<file path="config.mk">
export PLATFORM = sky130hd
export DESIGN_NAME = swivm_mem_arbiter
export DESIGN_NICKNAME = d
export VERILOG_FILES = /design/src/rtl/swivm_mem_arbiter_pkg.sv /design/src/rtl/swivm_mem_arbiter_pick.sv /design/src/rtl/swivm_mem_arbiter.sv
export SDC_FILE = /design/constraint.sdc
export NUM_CORES = 1
export LEC_CHECK = 0
export BUFFER_PORTS_ARGS = -buffer_cell sky130_fd_sc_hd__buf_4
export CORE_MARGIN = 3
export CORE_UTILIZATION = 30
export CTS_BUF_LIST = sky130_fd_sc_hd__clkbuf_8
export DETAILED_ROUTE_END_ITERATION = 8
export MAX_ROUTING_LAYER = met4
export PLACE_DENSITY = 0.68
export SLEW_MARGIN = 25
export SYNTH_ARGS = -nofsm -noshare
export SYNTH_HDL_FRONTEND = slang
export SYNTH_HIERARCHICAL = 1
export SYNTH_SLANG_ARGS = --single-unit
</file>
<file path="constraint.sdc">
create_clock -name clk -period 1.5 [get_ports clk]
set_clock_uncertainty 0.15 [all_clocks]
set_input_delay 0.15 -clock clk [delete_from_list [all_inputs] [get_ports clk]]
set_output_delay 0.15 -clock clk [all_outputs]
set_load 0.01 [all_outputs]
</file>
<file path="src/rtl/swivm_mem_arbiter_pkg.sv">
// swivm_pkg: shared definitions for the SwiVM memory arbiter.
//   REQ_F/REQ_D/REQ_X : requester indices (bit positions in req/gnt vectors)
//   state_t           : arbiter access FSM states
//   req_next()        : next requester index in F->D->X rotation order
package swivm_pkg;

  localparam logic [1:0] REQ_F = 2'd0;
  localparam logic [1:0] REQ_D = 2'd1;
  localparam logic [1:0] REQ_X = 2'd2;

  typedef enum logic [1:0] {
    ST_IDLE  = 2'd0,
    ST_ISSUE = 2'd1,
    ST_RESP  = 2'd2
  } state_t;

  function automatic logic [1:0] req_next(input logic [1:0] idx);
    return (idx == REQ_X) ? REQ_F : idx + 2'd1;
  endfunction

endpackage

</file>
<file path="src/rtl/swivm_mem_arbiter_pick.sv">
// swivm_arb_pick: combinational 3-way requester picker.
//   req_i  [2:0] request vector indexed by REQ_F/REQ_D/REQ_X
//   prio_i [1:0] requester holding highest priority (only with SWIVM_ARB_RR_EN)
//   gnt_o  [2:0] one-hot winner, all zero when no request
// Macro SWIVM_ARB_RR_EN: rotating priority starting at prio_i (F->D->X order).
// Without it: fixed priority D > X > F.
module swivm_arb_pick
  import swivm_pkg::*;
(
  input  logic [2:0] req_i,
`ifdef SWIVM_ARB_RR_EN
  input  logic [1:0] prio_i,
`endif
  output logic [2:0] gnt_o
);

`ifdef SWIVM_ARB_RR_EN
  logic [1:0] c0, c1, c2;
`endif

  always_comb begin
    gnt_o = '0;
`ifdef SWIVM_ARB_RR_EN
    c0 = prio_i;
    c1 = req_next(c0);
    c2 = req_next(c1);
    if (req_i[c0])      gnt_o[c0] = 1'b1;
    else if (req_i[c1]) gnt_o[c1] = 1'b1;
    else if (req_i[c2]) gnt_o[c2] = 1'b1;
`else
    if (req_i[REQ_D])      gnt_o[REQ_D] = 1'b1;
    else if (req_i[REQ_X]) gnt_o[REQ_X] = 1'b1;
    else if (req_i[REQ_F]) gnt_o[REQ_F] = 1'b1;
`endif
  end

endmodule

</file>
<file path="src/rtl/swivm_mem_arbiter.sv">
// swivm_mem_arbiter: shares one single-port synchronous RAM between the
// SwiVM fetch (F), data (D) and loader/debug (X) requesters. One access at
// a time, IDLE -> ISSUE -> RESP, so one access every 3 cycles.
//   clk, reset                 clock, synchronous active-high reset
//   f_req/f_addr               fetch read request
//   d_req/d_we/d_addr/d_wdata  data read/write request
//   x_req/x_we/x_addr/x_wdata  loader read/write request
//   *_gnt                      one-cycle grant pulse (ISSUE cycle)
//   *_rvalid, rdata            one-cycle completion pulse, read data (0 for writes)
//   mem_en/we/addr/wdata       RAM strobe and request, registered
//   mem_rdata                  RAM read data, valid one cycle after mem_en
// Macro SWIVM_ARB_RR_EN: round-robin F->D->X instead of fixed D > X > F.
module swivm_mem_arbiter
  import swivm_pkg::*;
#(
  parameter int unsigned ADDR_W = 16,
  parameter int unsigned DATA_W = 32
) (
  input  logic              clk,
  input  logic              reset,
  input  logic              f_req,
  input  logic [ADDR_W-1:0] f_addr,
  input  logic              d_req,
  input  logic              d_we,
  input  logic [ADDR_W-1:0] d_addr,
  input  logic [DATA_W-1:0] d_wdata,
  input  logic              x_req,
  input  logic              x_we,
  input  logic [ADDR_W-1:0] x_addr,
  input  logic [DATA_W-1:0] x_wdata,
  output logic              f_gnt,
  output logic              d_gnt,
  output logic              x_gnt,
  output logic              f_rvalid,
  output logic              d_rvalid,
  output logic              x_rvalid,
  output logic [DATA_W-1:0] rdata,
  output logic              mem_en,
  output logic              mem_we,
  output logic [ADDR_W-1:0] mem_addr,
  output logic [DATA_W-1:0] mem_wdata,
  input  logic [DATA_W-1:0] mem_rdata
);

  state_t            state_q, state_d;
  logic [2:0]        sel_q, sel_d;
  logic              we_q, we_d;
  logic              mem_en_q, mem_en_d;
  logic              mem_we_q, mem_we_d;
  logic [ADDR_W-1:0] mem_addr_q, mem_addr_d;
  logic [DATA_W-1:0] mem_wdata_q, mem_wdata_d;
  logic [2:0]        gnt_q, gnt_d;
  logic [2:0]        rvalid_q, rvalid_d;
  logic [2:0]        req, pick;
`ifdef SWIVM_ARB_RR_EN
  logic [1:0]        prio_q, prio_d;
`endif

  assign req = {x_req, d_req, f_req};

  swivm_arb_pick u_pick (
    .req_i  (req),
`ifdef SWIVM_ARB_RR_EN
    .prio_i (prio_q),
`endif
    .gnt_o  (pick)
  );

  always_comb begin
    state_d     = state_q;
    sel_d       = sel_q;
    we_d        = we_q;
    mem_en_d    = 1'b0;
    mem_we_d    = 1'b0;
    mem_addr_d  = mem_addr_q;
    mem_wdata_d = mem_wdata_q;
    gnt_d       = '0;
    rvalid_d    = '0;
`ifdef SWIVM_ARB_RR_EN
    prio_d      = prio_q;
`endif
    unique case (state_q)
      ST_IDLE: begin
        if (|req) begin
          if (pick[REQ_D]) begin
            we_d        = d_we;
            mem_addr_d  = d_addr;
            mem_wdata_d = d_wdata;
`ifdef SWIVM_ARB_RR_EN
            prio_d      = req_next(REQ_D);
`endif
          end else if (pick[REQ_X]) begin
            we_d        = x_we;
            mem_addr_d  = x_addr;
            mem_wdata_d = x_wdata;
`ifdef SWIVM_ARB_RR_EN
            prio_d      = req_next(REQ_X);
`endif
          end else begin
            we_d        = 1'b0;
            mem_addr_d  = f_addr;
            mem_wdata_d = '0;
`ifdef SWIVM_ARB_RR_EN
            prio_d      = req_next(REQ_F);
`endif
          end
          sel_d    = pick;
          // Grant and RAM strobe are registered here so they appear in the ISSUE cycle.
          gnt_d    = pick;
          mem_en_d = 1'b1;
          mem_we_d = we_d;
          state_d  = ST_ISSUE;
        end
      end
      ST_ISSUE: begin
        rvalid_d = sel_q;
        state_d  = ST_RESP;
      end
      ST_RESP: state_d = ST_IDLE;
      default: state_d = ST_IDLE;
    endcase
  end

  always_ff @(posedge clk) begin
    if (reset) begin
      state_q     <= ST_IDLE;
      sel_q       <= '0;
      we_q        <= 1'b0;
      mem_en_q    <= 1'b0;
      mem_we_q    <= 1'b0;
      mem_addr_q  <= '0;
      mem_wdata_q <= '0;
      gnt_q       <= '0;
      rvalid_q    <= '0;
`ifdef SWIVM_ARB_RR_EN
      prio_q      <= REQ_F;
`endif
    end else begin
      state_q     <= state_d;
      sel_q       <= sel_d;
      we_q        <= we_d;
      mem_en_q    <= mem_en_d;
      mem_we_q    <= mem_we_d;
      mem_addr_q  <= mem_addr_d;
      mem_wdata_q <= mem_wdata_d;
      gnt_q       <= gnt_d;
      rvalid_q    <= rvalid_d;
`ifdef SWIVM_ARB_RR_EN
      prio_q      <= prio_d;
`endif
    end
  end

  assign f_gnt     = gnt_q[REQ_F];
  assign d_gnt     = gnt_q[REQ_D];
  assign x_gnt     = gnt_q[REQ_X];
  assign f_rvalid  = rvalid_q[REQ_F];
  assign d_rvalid  = rvalid_q[REQ_D];
  assign x_rvalid  = rvalid_q[REQ_X];
  assign mem_en    = mem_en_q;
  assign mem_we    = mem_we_q;
  assign mem_addr  = mem_addr_q;
  assign mem_wdata = mem_wdata_q;
  // RAM data arrives in the RESP cycle itself, so it is passed through, not re-registered.
  assign rdata     = (|rvalid_q && !we_q) ? mem_rdata : '0;

endmodule

</file>
==> results.ini <==
[timing]
fin_crit_ns=1.663
hold_viol_final=0
setup_viol=49
fmaxAchievable_mhz=601.2
slew_headroom=0.6595
setup_ws_ns=-0.1633
tns_ns=-5.187
finalCritPeriodShare=1.109
maxSlewViolCount=0
tightest_slew_ns=0.5107
rsz0062_at_grt=yes

[synth]
synth_top_cell_area_share=0.4523
synth_fp_nets=427
synth_seq_cells=62
yosysMostFrequentCell=dfxtp_1
async_flop_share=0
syn_inst=276
yosysSeqAreaShare=0.4523
yosys.area.top_type=dfxtp_1
synth.avg_cell_area_um2=9.942
synth_cell_types=22
syn-cell-area_um2=2744
synth_ff_type=dfxtp_1
ys_warn_count=6
synth_area_leaders=dfxtp_1, o2bb2ai_1, a22oi_1
synth_common_cells=dfxtp_1, and2_1, a22oi_1, o2bb2ai_1, a22o_1
synth_edf_count=0

[routing]
drtIter0Drc=106
drt-wirelength-per-cell_um=17.80
vias_per_cell=4.932
drc_errors=0
drt_wl_total_um=12640
vias=3502
final_antenna_net_count=0
first_pass_iters=4

[placed_design]
port-buffer-count=238
gp_congestion=0.7513
post-place-ws_ns=-0.06086
placed_cell_area_um2=4668
placedCellCount=606
hpwlAfterDp_um=7358

[worst_setup_path]
worstPathCellList=nor3_2, nor2_2, buf_12, and2_1, buf_6
critical-path-top-delay-family=simple AND/OR/NAND/NOR gates
crit_path_start_kind=flip-flop
cp-end-kind=output port
slowest_stage=dfxtp_2
crit_fanout=32
cp_data_arrival_time_ns=1.36
crit_type=reg -> out
cp.required_ns=1.20
cp.buffers_inverters=2
cpPeakStageDelay_ns=0.32

[final_layout]
areaGrowthSynthToFinish_pct=120.7
regArea_um2=1249
final_cells=710
nets=747
final_cell_area_um2=6057
num-fill-cells=619
layout-drive-gt1-share=0.5291
multi_input_area_um2=1521
postLayoutCoreUtil=0.6878

[clocking]
root_buffer=clkbuf_8
cts.sinks=62
cts_made_buffers=9
cts_buffer_depth=2
clkLatencyLatePin_ns=0.32
cts_max_level=3
cts_tree=yes
clk_pin_slew_worst_paths_ns=0.06

[outcome]
violations=setup timing
outcome=finished with violations

[global_routing]
grt_use_total=0.2098
grt_max_degree=36
grt_overflow=0
grt_pass1_wl_um=16460
grt_pass1_vias=3458
grt_antenna_before_repair=0

[power_and_ir_drop]
p_leak_nw=2.843
p_per_area_nw_per_um2=775.2
ir_worst_vdd_mv=0.5586

[floorplanning]
core_area_um2=8806
io_pins=239
die_w_um=101.6
start_util=0.3116
dieArea_um2=10330
core.rowCount=34
fp.dieH_um=101.6

[worst_hold_path]
hp-class=in -> reg

[job]
maxCapViolCount=0

kinds of logic after synthesis:
group,after synthesis,synth area share
AOI/OAI and AO/OA,102,0.2886
DFF,62,0.4523
muxes,16,0.05837
and+or+nand+nor,64,0.1304
buffers and inverters,32,0.07022
routing by layer:
metal	up-vias	wire length (µm)	global-route usage
li1	1678	-	-
met4	0	348	0.07669
met1	1605	4688	0.2069
met5	-	0	-
met2	189	6743	0.3934
met3	30	857	0.05303
tightest hold or removal path, stage by stage:
cell     delay [ns]
buf_4          0.08
nand2_1        0.04
o21ai_0        0.07
a22o_1         0.13
flip-flops by register name, summed over array words and instances (netlist names):
register,flops
mem_wdata,32
gnt_q,3
rvalid_q,3
we_q,1
mem_en,1
mem_addr,16
sel_q,3
state_q,2
mem_we,1
repair_timing:
item	4_1_cts	5_1_grt
pin swaps	1	19
resized for setup	10	40
cloned	0	10
hold buffers	76	0
hold endpoints to repair	43	0
buffers inserted	0	1
setup endpoints to repair	88	67
power by group:
part           total, W  internal (W)  switching, W
combinational   0.00138      0.000830      0.000551
clock           0.00146      0.000843      0.000613
sequential      0.00186       0.00177     0.0000840
total           0.00470       0.00345       0.00125
worst paths after layout:
check,cells past startpoint,endpoint,slack (ns),startpoint
min reg2reg,1,mem_wdata[29],0.32,mem_wdata[29]
max reg2reg,4,mem_addr[2],-0.04,state_q[1]
max,5,rdata[14],-0.16,rvalid_q[1]
min,4,mem_addr[13],0.01,d_addr[13]
cell usage in the layout, fill, tap and decap left out, drive strengths merged, types with 16 or more instances in the layout:
cell type	count
buf	255
dlygate4sd3	76
dfxtp	62
and2	36
a22oi	33
o2bb2ai	33
a22o	19
mux2i	16
nand2	16
o21ai	16
clkbuf	16
layout make-up:
cell class | count | share of cell area
clock inverters | 5 | 0.008056
flip-flops and latches | 62 | 0.2062
well taps | 108 | 0.02231
repair buffers | 336 | 0.4815
diodes | 1 | 0.0004131
repair inverters | 1 | 0.001446
multi-input cells | 183 | 0.2512
inverters | 3 | 0.003925
clock buffers | 11 | 0.02499
metrics by stage:
| step | hold slack, ns | total power [W] |
|---|---|---|
| after global routing | 0.01469 | 0.004899 |
| final | 0.01432 | 0.004695 |
| after detailed placement | 0.2909 | 0.002888 |
| after CTS | 0.002646 | 0.004506 |
| after global placement | 0.2837 | 0.002868 |
| after floorplan | 0.1658 | 0.002280 |
(Power assumes the default switching activity.)
